## src/rtl/mpu_pkg.sv

```systemverilog
// Shared MPU types and sizes for the store engine.
// Optional macro MPU_STORE_ROW_END_EN adds a row_end flag to each buffered element.
package mpu_pkg;

    localparam int FP               = 32;
    localparam int M                = 3;
    localparam int N                = 3;
    localparam int MATRIX_REGISTERS = 16;
    localparam int BUF_DEPTH        = 2;

    localparam int MATRIX_REG_BITS  = $clog2(MATRIX_REGISTERS);
    localparam int MBITS            = $clog2(M);
    localparam int NBITS            = $clog2(N);
    localparam int ADDR_W           = MATRIX_REG_BITS + 1;
    localparam int ROW_W            = MBITS + 1;
    localparam int COL_W            = NBITS + 1;

    typedef enum logic {
        STORE_IDLE,
        STORE_MATRIX
    } store_state_t;

    typedef logic [FP-1:0] mpu_elem_t;

    typedef struct packed {
        logic [ADDR_W-1:0] addr;
        logic [ROW_W-1:0]  m;
        logic [COL_W-1:0]  n;
    } store_req_t;

    typedef struct packed {
        mpu_elem_t data;
        logic      last;
`ifdef MPU_STORE_ROW_END_EN
        logic      row_end;
`endif
    } store_entry_t;

    // Zero or oversized dimensions are rejected before any read is issued.
    function automatic logic dims_legal(input logic [ROW_W-1:0] m, input logic [COL_W-1:0] n);
        return (m != '0) && (m <= ROW_W'(M)) && (n != '0) && (n <= COL_W'(N));
    endfunction

endpackage

```

## src/rtl/mpu_store_fifo.sv

```systemverilog
// Two-entry output buffer for the store engine; entry layout depends on
// MPU_STORE_ROW_END_EN through store_entry_t.
module mpu_store_fifo
    import mpu_pkg::*;
(
    input  logic         clk,
    input  logic         rst,
    input  logic         push_i,
    input  store_entry_t push_entry_i,
    input  logic         pop_i,
    output store_entry_t head_o,
    output logic         valid_o,
    output logic [1:0]   count_o
);

    store_entry_t mem_q [BUF_DEPTH];
    // One-bit pointers are enough because the depth is fixed at two.
    logic         wr_ptr_q;
    logic         rd_ptr_q;
    logic [1:0]   count_q;

    always_ff @(posedge clk or posedge rst) begin
        if (rst) begin
            for (int i = 0; i < BUF_DEPTH; i++) begin
                mem_q[i] <= '0;
            end
            wr_ptr_q <= 1'b0;
            rd_ptr_q <= 1'b0;
            count_q  <= 2'd0;
        end else begin
            if (push_i) begin
                mem_q[wr_ptr_q] <= push_entry_i;
                wr_ptr_q        <= ~wr_ptr_q;
            end
            if (pop_i) begin
                rd_ptr_q <= ~rd_ptr_q;
            end
            count_q <= count_q + {1'b0, push_i} - {1'b0, pop_i};
        end
    end

    assign head_o  = mem_q[rd_ptr_q];
    assign valid_o = (count_q != 2'd0);
    assign count_o = count_q;

endmodule

```

## src/rtl/mpu_matrix_store.sv

```systemverilog
// MPU store engine: reads an m x n matrix register row-major and streams it out.
// Optional macro MPU_STORE_ROW_END_EN adds elem_row_end_out.
module mpu_matrix_store
    import mpu_pkg::*;
(
    input  logic              clk,
    input  logic              rst,
    input  logic              store_req_in,
    output logic              store_ready_out,
    input  logic [ADDR_W-1:0] reg_addr_in,
    input  logic [ROW_W-1:0]  m_in,
    input  logic [COL_W-1:0]  n_in,
    output logic              rf_rd_en_out,
    output logic [ADDR_W-1:0] rf_rd_addr_out,
    output logic [ROW_W-1:0]  rf_rd_row_out,
    output logic [COL_W-1:0]  rf_rd_col_out,
    input  logic [FP-1:0]     rf_rd_data_in,
    output logic              elem_valid_out,
    input  logic              elem_ready_in,
    output logic [FP-1:0]     elem_data_out,
    output logic              elem_last_out,
`ifdef MPU_STORE_ROW_END_EN
    output logic              elem_row_end_out,
`endif
    output logic              store_done_out,
    output logic              store_err_out
);

    store_state_t     state_q;
    store_req_t       req_q;
    logic [ROW_W-1:0] row_q;
    logic [COL_W-1:0] col_q;
    logic             issued_all_q;
    logic             rd_vld_q;
    logic             rd_last_q;
`ifdef MPU_STORE_ROW_END_EN
    logic             rd_row_end_q;
`endif
    logic             done_q;
    logic             err_q;

    logic             pop;
    logic             last_col;
    logic             last_row;
    logic             rd_en;
    logic [1:0]       fifo_count;
    logic [2:0]       occupancy;
    store_entry_t     push_entry;
    store_entry_t     head;

    // A pop in this cycle frees a slot in time for a read issued now, which
    // keeps full-rate streaming bubble-free while never overflowing the buffer.
    always_comb begin
        pop        = elem_valid_out && elem_ready_in;
        last_col   = (col_q == req_q.n - COL_W'(1));
        last_row   = (row_q == req_q.m - ROW_W'(1));
        occupancy  = {1'b0, fifo_count} + {2'b00, rd_vld_q} - {2'b00, pop};
        rd_en      = (state_q == STORE_MATRIX) && !issued_all_q && (occupancy < 3'd2);
        push_entry = '0;
        push_entry.data = rf_rd_data_in;
        push_entry.last = rd_last_q;
`ifdef MPU_STORE_ROW_END_EN
        push_entry.row_end = rd_row_end_q;
`endif
    end

    always_ff @(posedge clk or posedge rst) begin
        if (rst) begin
            state_q      <= STORE_IDLE;
            req_q        <= '0;
            row_q        <= '0;
            col_q        <= '0;
            issued_all_q <= 1'b0;
            rd_vld_q     <= 1'b0;
            rd_last_q    <= 1'b0;
`ifdef MPU_STORE_ROW_END_EN
            rd_row_end_q <= 1'b0;
`endif
            done_q       <= 1'b0;
            err_q        <= 1'b0;
        end else begin
            done_q    <= 1'b0;
            err_q     <= 1'b0;
            rd_vld_q  <= rd_en;
            rd_last_q <= rd_en && last_row && last_col;
`ifdef MPU_STORE_ROW_END_EN
            rd_row_end_q <= rd_en && last_col;
`endif
            case (state_q)
                STORE_IDLE: begin
                    if (store_req_in) begin
                        req_q        <= '{addr: reg_addr_in, m: m_in, n: n_in};
                        row_q        <= '0;
                        col_q        <= '0;
                        issued_all_q <= 1'b0;
                        if (dims_legal(m_in, n_in)) begin
                            state_q <= STORE_MATRIX;
                        end else begin
                            err_q <= 1'b1;
                        end
                    end
                end
                STORE_MATRIX: begin
                    if (rd_en) begin
                        if (last_col) begin
                            col_q <= '0;
                            if (last_row) begin
                                issued_all_q <= 1'b1;
                            end else begin
                                row_q <= row_q + ROW_W'(1);
                            end
                        end else begin
                            col_q <= col_q + COL_W'(1);
                        end
                    end
                    if (pop && elem_last_out) begin
                        done_q  <= 1'b1;
                        state_q <= STORE_IDLE;
                    end
                end
                default: state_q <= STORE_IDLE;
            endcase
        end
    end

    mpu_store_fifo u_fifo (
        .clk          (clk),
        .rst          (rst),
        .push_i       (rd_vld_q),
        .push_entry_i (push_entry),
        .pop_i        (pop),
        .head_o       (head),
        .valid_o      (elem_valid_out),
        .count_o      (fifo_count)
    );

    assign store_ready_out = (state_q == STORE_IDLE);
    assign rf_rd_en_out    = rd_en;
    assign rf_rd_addr_out  = req_q.addr;
    assign rf_rd_row_out   = row_q;
    assign rf_rd_col_out   = col_q;
    assign elem_data_out   = head.data;
    assign elem_last_out   = head.last;
`ifdef MPU_STORE_ROW_END_EN
    assign elem_row_end_out = head.row_end;
`endif
    assign store_done_out  = done_q;
    assign store_err_out   = err_q;

endmodule
```

## config.mk

```make
export PLATFORM = sky130hd
export DESIGN_NAME = mpu_matrix_store
export DESIGN_NICKNAME = d
export VERILOG_FILES = /design/src/rtl/mpu_pkg.sv /design/src/rtl/mpu_store_fifo.sv /design/src/rtl/mpu_matrix_store.sv
export SDC_FILE = /design/constraint.sdc
export NUM_CORES = 1
export LEC_CHECK = 0
export BUFFER_PORTS_ARGS = -buffer_cell sky130_fd_sc_hd__buf_4
export CAP_MARGIN = 10
export CORE_MARGIN = 3
export CORE_UTILIZATION = 40
export CTS_BUF_LIST = sky130_fd_sc_hd__clkbuf_2 sky130_fd_sc_hd__clkbuf_4 sky130_fd_sc_hd__clkbuf_8
export CTS_CLUSTER_SIZE = 10
export DETAILED_ROUTE_END_ITERATION = 16
export PLACE_DENSITY = 0.6
export SYNTH_ARGS = -nofsm -noshare
export SYNTH_HDL_FRONTEND = slang
export SYNTH_HIERARCHICAL = 1
export SYNTH_SLANG_ARGS = --single-unit
```

## constraint.sdc

```tcl
create_clock -name clk -period 5.3 [get_ports clk]
set_input_delay 0.265 -clock clk [delete_from_list [all_inputs] [get_ports clk]]
set_output_delay 0.265 -clock clk [all_outputs]
set_load 0.01 [all_outputs]
```

==> results.json <==
{
  "route.met2.wl_microns": 4100,
  "wl_met1_microns": 4270,
  "post-route-drc-count": 0,
  "htreeDepth": 3,
  "drive_gt1_frac": 0.535,
  "grt_pass1_vias": 2917,
  "rows": 37,
  "initial_core_util": 0.419,
  "wirelength_microns": 8850,
  "synth_cell_types": 39,
  "grt_overflow": 0,
  "post_drt_wl_per_cell_microns": 16.1,
  "dieArea_sq_um": 12300,
  "grt_use_total": 0.149,
  "dr.max_layer_used": "met4",
  "io_buffers": 95,
  "post-dp-hpwl_microns": 5940,
  "ys_top_cells_by_area": "dfrtp_1, mux2_2, mux2_4, nand2_1, ha_1",
  "yosysSeqAreaShare": 0.527,
  "dr.pass1.iters": 4,
  "dieHeight_microns": 111,
  "final_cell_mix": "buf_4, dfrtp_1, mux2_2",
  "tightest_slew_ns": 0.901,
  "drtAntennaViolNets": 0,
  "worstPathMaxFanout": 10,
  "start_kind": "flop",
  "fp.dieW_microns": 111,
  "power_frac_seq": 0.361,
  "final_cell_area_sq_um": 5370,
  "n_antenna_cell": 0,
  "synth_top_area_cell": "dfrtp_1",
  "ys_ff_latch": 93,
  "slew_headroom": 0.399,
  "boundaryPins": 96,
  "sw_frac_of_total": 0.338,
  "clkPwrFrac": 0.146,
  "post_cts_resized": 0,
  "r2r_cells": 9,
  "ir_worst_vdd_mv": 0.277,
  "cts_tree": "yes",
  "maxCapViolCount": 0,
  "fmax_mhz": 316,
  "drtIter0Drc": 105,
  "powerDensity_nw_per_um2": 662,
  "cts.clk_slew.worst_paths_ns": 0.09,
  "final_hold_viol_count": 0,
  "root_buffer": "clkbuf_8",
  "hp-class": "in -> reg",
  "crit_path_start": "u_fifo/count_o[1]",
  "gp_congestion": 0.731,
  "finClkSkew_ns": 0.0123,
  "grt_start_max_net_pins": 71,
  "syn_to_final_growth_pct": 21.5,
  "r2r_start": "u_fifo/count_o[1]",
  "syn_area_per_cell_sq_um": 13.9,
  "status": "completed",
  "vias": 2648,
  "routed_via_density": 4.82,
  "min_period_ns": 3.16,
  "grt_pass1_wl_microns": 14900,
  "p_sw_w": 0.00120,
  "dpl-instance-area_sq_um": 5150,
  "drv_slew": 0,
  "insertion_delay_ns": 0.35,
  "setup-violations-final": 0,
  "internal-power_w": 0.00235,
  "path_class": "reg -> reg",
  "worstPathRequired_ns": 5.54,
  "holdBufCountCts": 0,
  "synth_top_area_frac": 0.527,
  "post_cts_buffers": 0,
  "ff2ff_setup_slack_ns": 2.14,
  "fin_crit_sh": 0.597,
  "crit_end": "rf_rd_row_out[1]",
  "final_common_cell": "buf_4",
  "regToRegEndpoint": "rf_rd_row_out[1]",
  "finalNetCount": 463,
  "cts_sinks": 93,
  "yosys_warnings": 6,
  "synthCells": 319,
  "crit_arrival_ns": 3.40,
  "rsz0062_at_grt": "no",
  "antenna_found_initial": 0,
  "cts_made_buffers": 9,
  "combPwrFrac": 0.493,
  "clk_path_buf_depth": 2,
  "core_area_sq_um": 10600,
  "wl_met3_microns": 414,
  "syn_area_sq_um": 4420,
  "crit_path_end_kind": "flop",
  "syn_nets": 374,
  "p_leak_nw": 2.52,
  "timing.setup.tns_ns": 0
}
==> logic make-up after synthesis <==
| kind of cell | share of synthesized area |
|---|---|
| muxes | 0.280 |
| DFF | 0.527 |
| and+or+nand+nor | 0.0597 |
| buffers and inverters | 0.0510 |
| AOI/OAI and AO/OA | 0.0303 |
| xor gates and xnor gates | 0.0280 |
| adders and majority gates | 0.0243 |
==> power by group through the flow <==
stage	Combinational, W	Sequential, W	Clock, W
after floorplan	0.00129	0.00122	0
after global placement	0.00175	0.00129	0
after detailed placement	0.00178	0.00130	0
after CTS	0.00179	0.00129	0.000537
after global routing	0.00192	0.00134	0.000570
final	0.00175	0.00128	0.000519
==> synth_stat cells (all sizes together) <==
cell type	instances
nor2	5
dfrtp	93
and2	1
o311ai	2
xnor2	2
o22ai	2
or4	1
and3	2
ha	7
xnor3	2
nand3	4
fa	1
inv	12
or2	2
xor2	7
or3	1
nor2b	2
buf	18
mux2	99
o21a	2
nor3	4
o211ai	2
a21boi	1
o21ai	9
nand2b	4
nand2	27
mux2i	1
a31oi	1
nand3b	1
clkbuf	2
a21oi	2
==> per-layer routing <==
metal | vias to the layer above | track usage
li1 | 1270 | -
met1 | 1306 | 0.205
met2 | 68 | 0.229
met3 | 4 | 0.0333
met4 | 0 | 0.0608
met5 | - | 0
==> critical path: stages (launching register included) <==
cell and delay (ns):
dfrtp_1 0.45, or2_2 0.33, and2_1 0.21, ha_1 0.29, nand2b_1 0.15, fa_1 0.49
nand3b_1 0.13, o21a_1 0.32, or2_2 0.36, o311ai_0 0.31
==> state kept, by name (all words and copies together) (netlist names) <==
signal / count
u_fifo/count_o: 2
state_q: 1
rf_rd_row_out: 3
u_fifo/wr_ptr_q: 1
issued_all_q: 1
rf_rd_col_out: 3
rd_last_q: 1
rd_vld_q: 1
store_err_out: 1
u_fifo/mem_q: 66
store_done_out: 1
req_q: 6
rf_rd_addr_out: 5
u_fifo/rd_ptr_q: 1
==> metrics by stage <==
stage                      util  total power, W  std cells  setup WS, ns  hold slack [ns]
after floorplan               -         0.00250        319          2.29            0.267
after global placement    0.488         0.00303        533          2.24            0.454
after detailed placement  0.488         0.00308        533          2.09            0.463
after CTS                 0.509         0.00361        549          2.11           0.0699
after global routing      0.509         0.00383        549          1.92           0.0714
final                     0.509         0.00356        549          2.14           0.0907
==> final cells by class <==
| class | count | area, sq um |
|---|---|---|
| Clock buffer | 10 | 131 |
| Clock inverter | 6 | 87.6 |
| Fill cell | 951 | 5190 |
| Inverter | 12 | 45.0 |
| Multi-Input combinational cell | 194 | 1870 |
| Sequential cell | 93 | 2330 |
| Tap cell | 136 | 170 |
| Timing Repair Buffer | 98 | 736 |
==> worst min-delay path by stage <==
stage / startpoint / endpoint / slack (ns) / cells after the start
2_1_floorplan: rst / issued_all_q / 0.27 / 1
3_3_place_gp: reg_addr_in[3] / rf_rd_addr_out[3] / 0.45 / 3
3_5_place_dp: rf_rd_addr_out[4] / rf_rd_addr_out[4] / 0.46 / 2
4_1_cts: reg_addr_in[0] / rf_rd_addr_out[0] / 0.07 / 3
5_1_grt: reg_addr_in[3] / rf_rd_addr_out[3] / 0.07 / 3
6_report: reg_addr_in[0] / rf_rd_addr_out[0] / 0.09 / 3
Power figures use the tool's default switching activity.
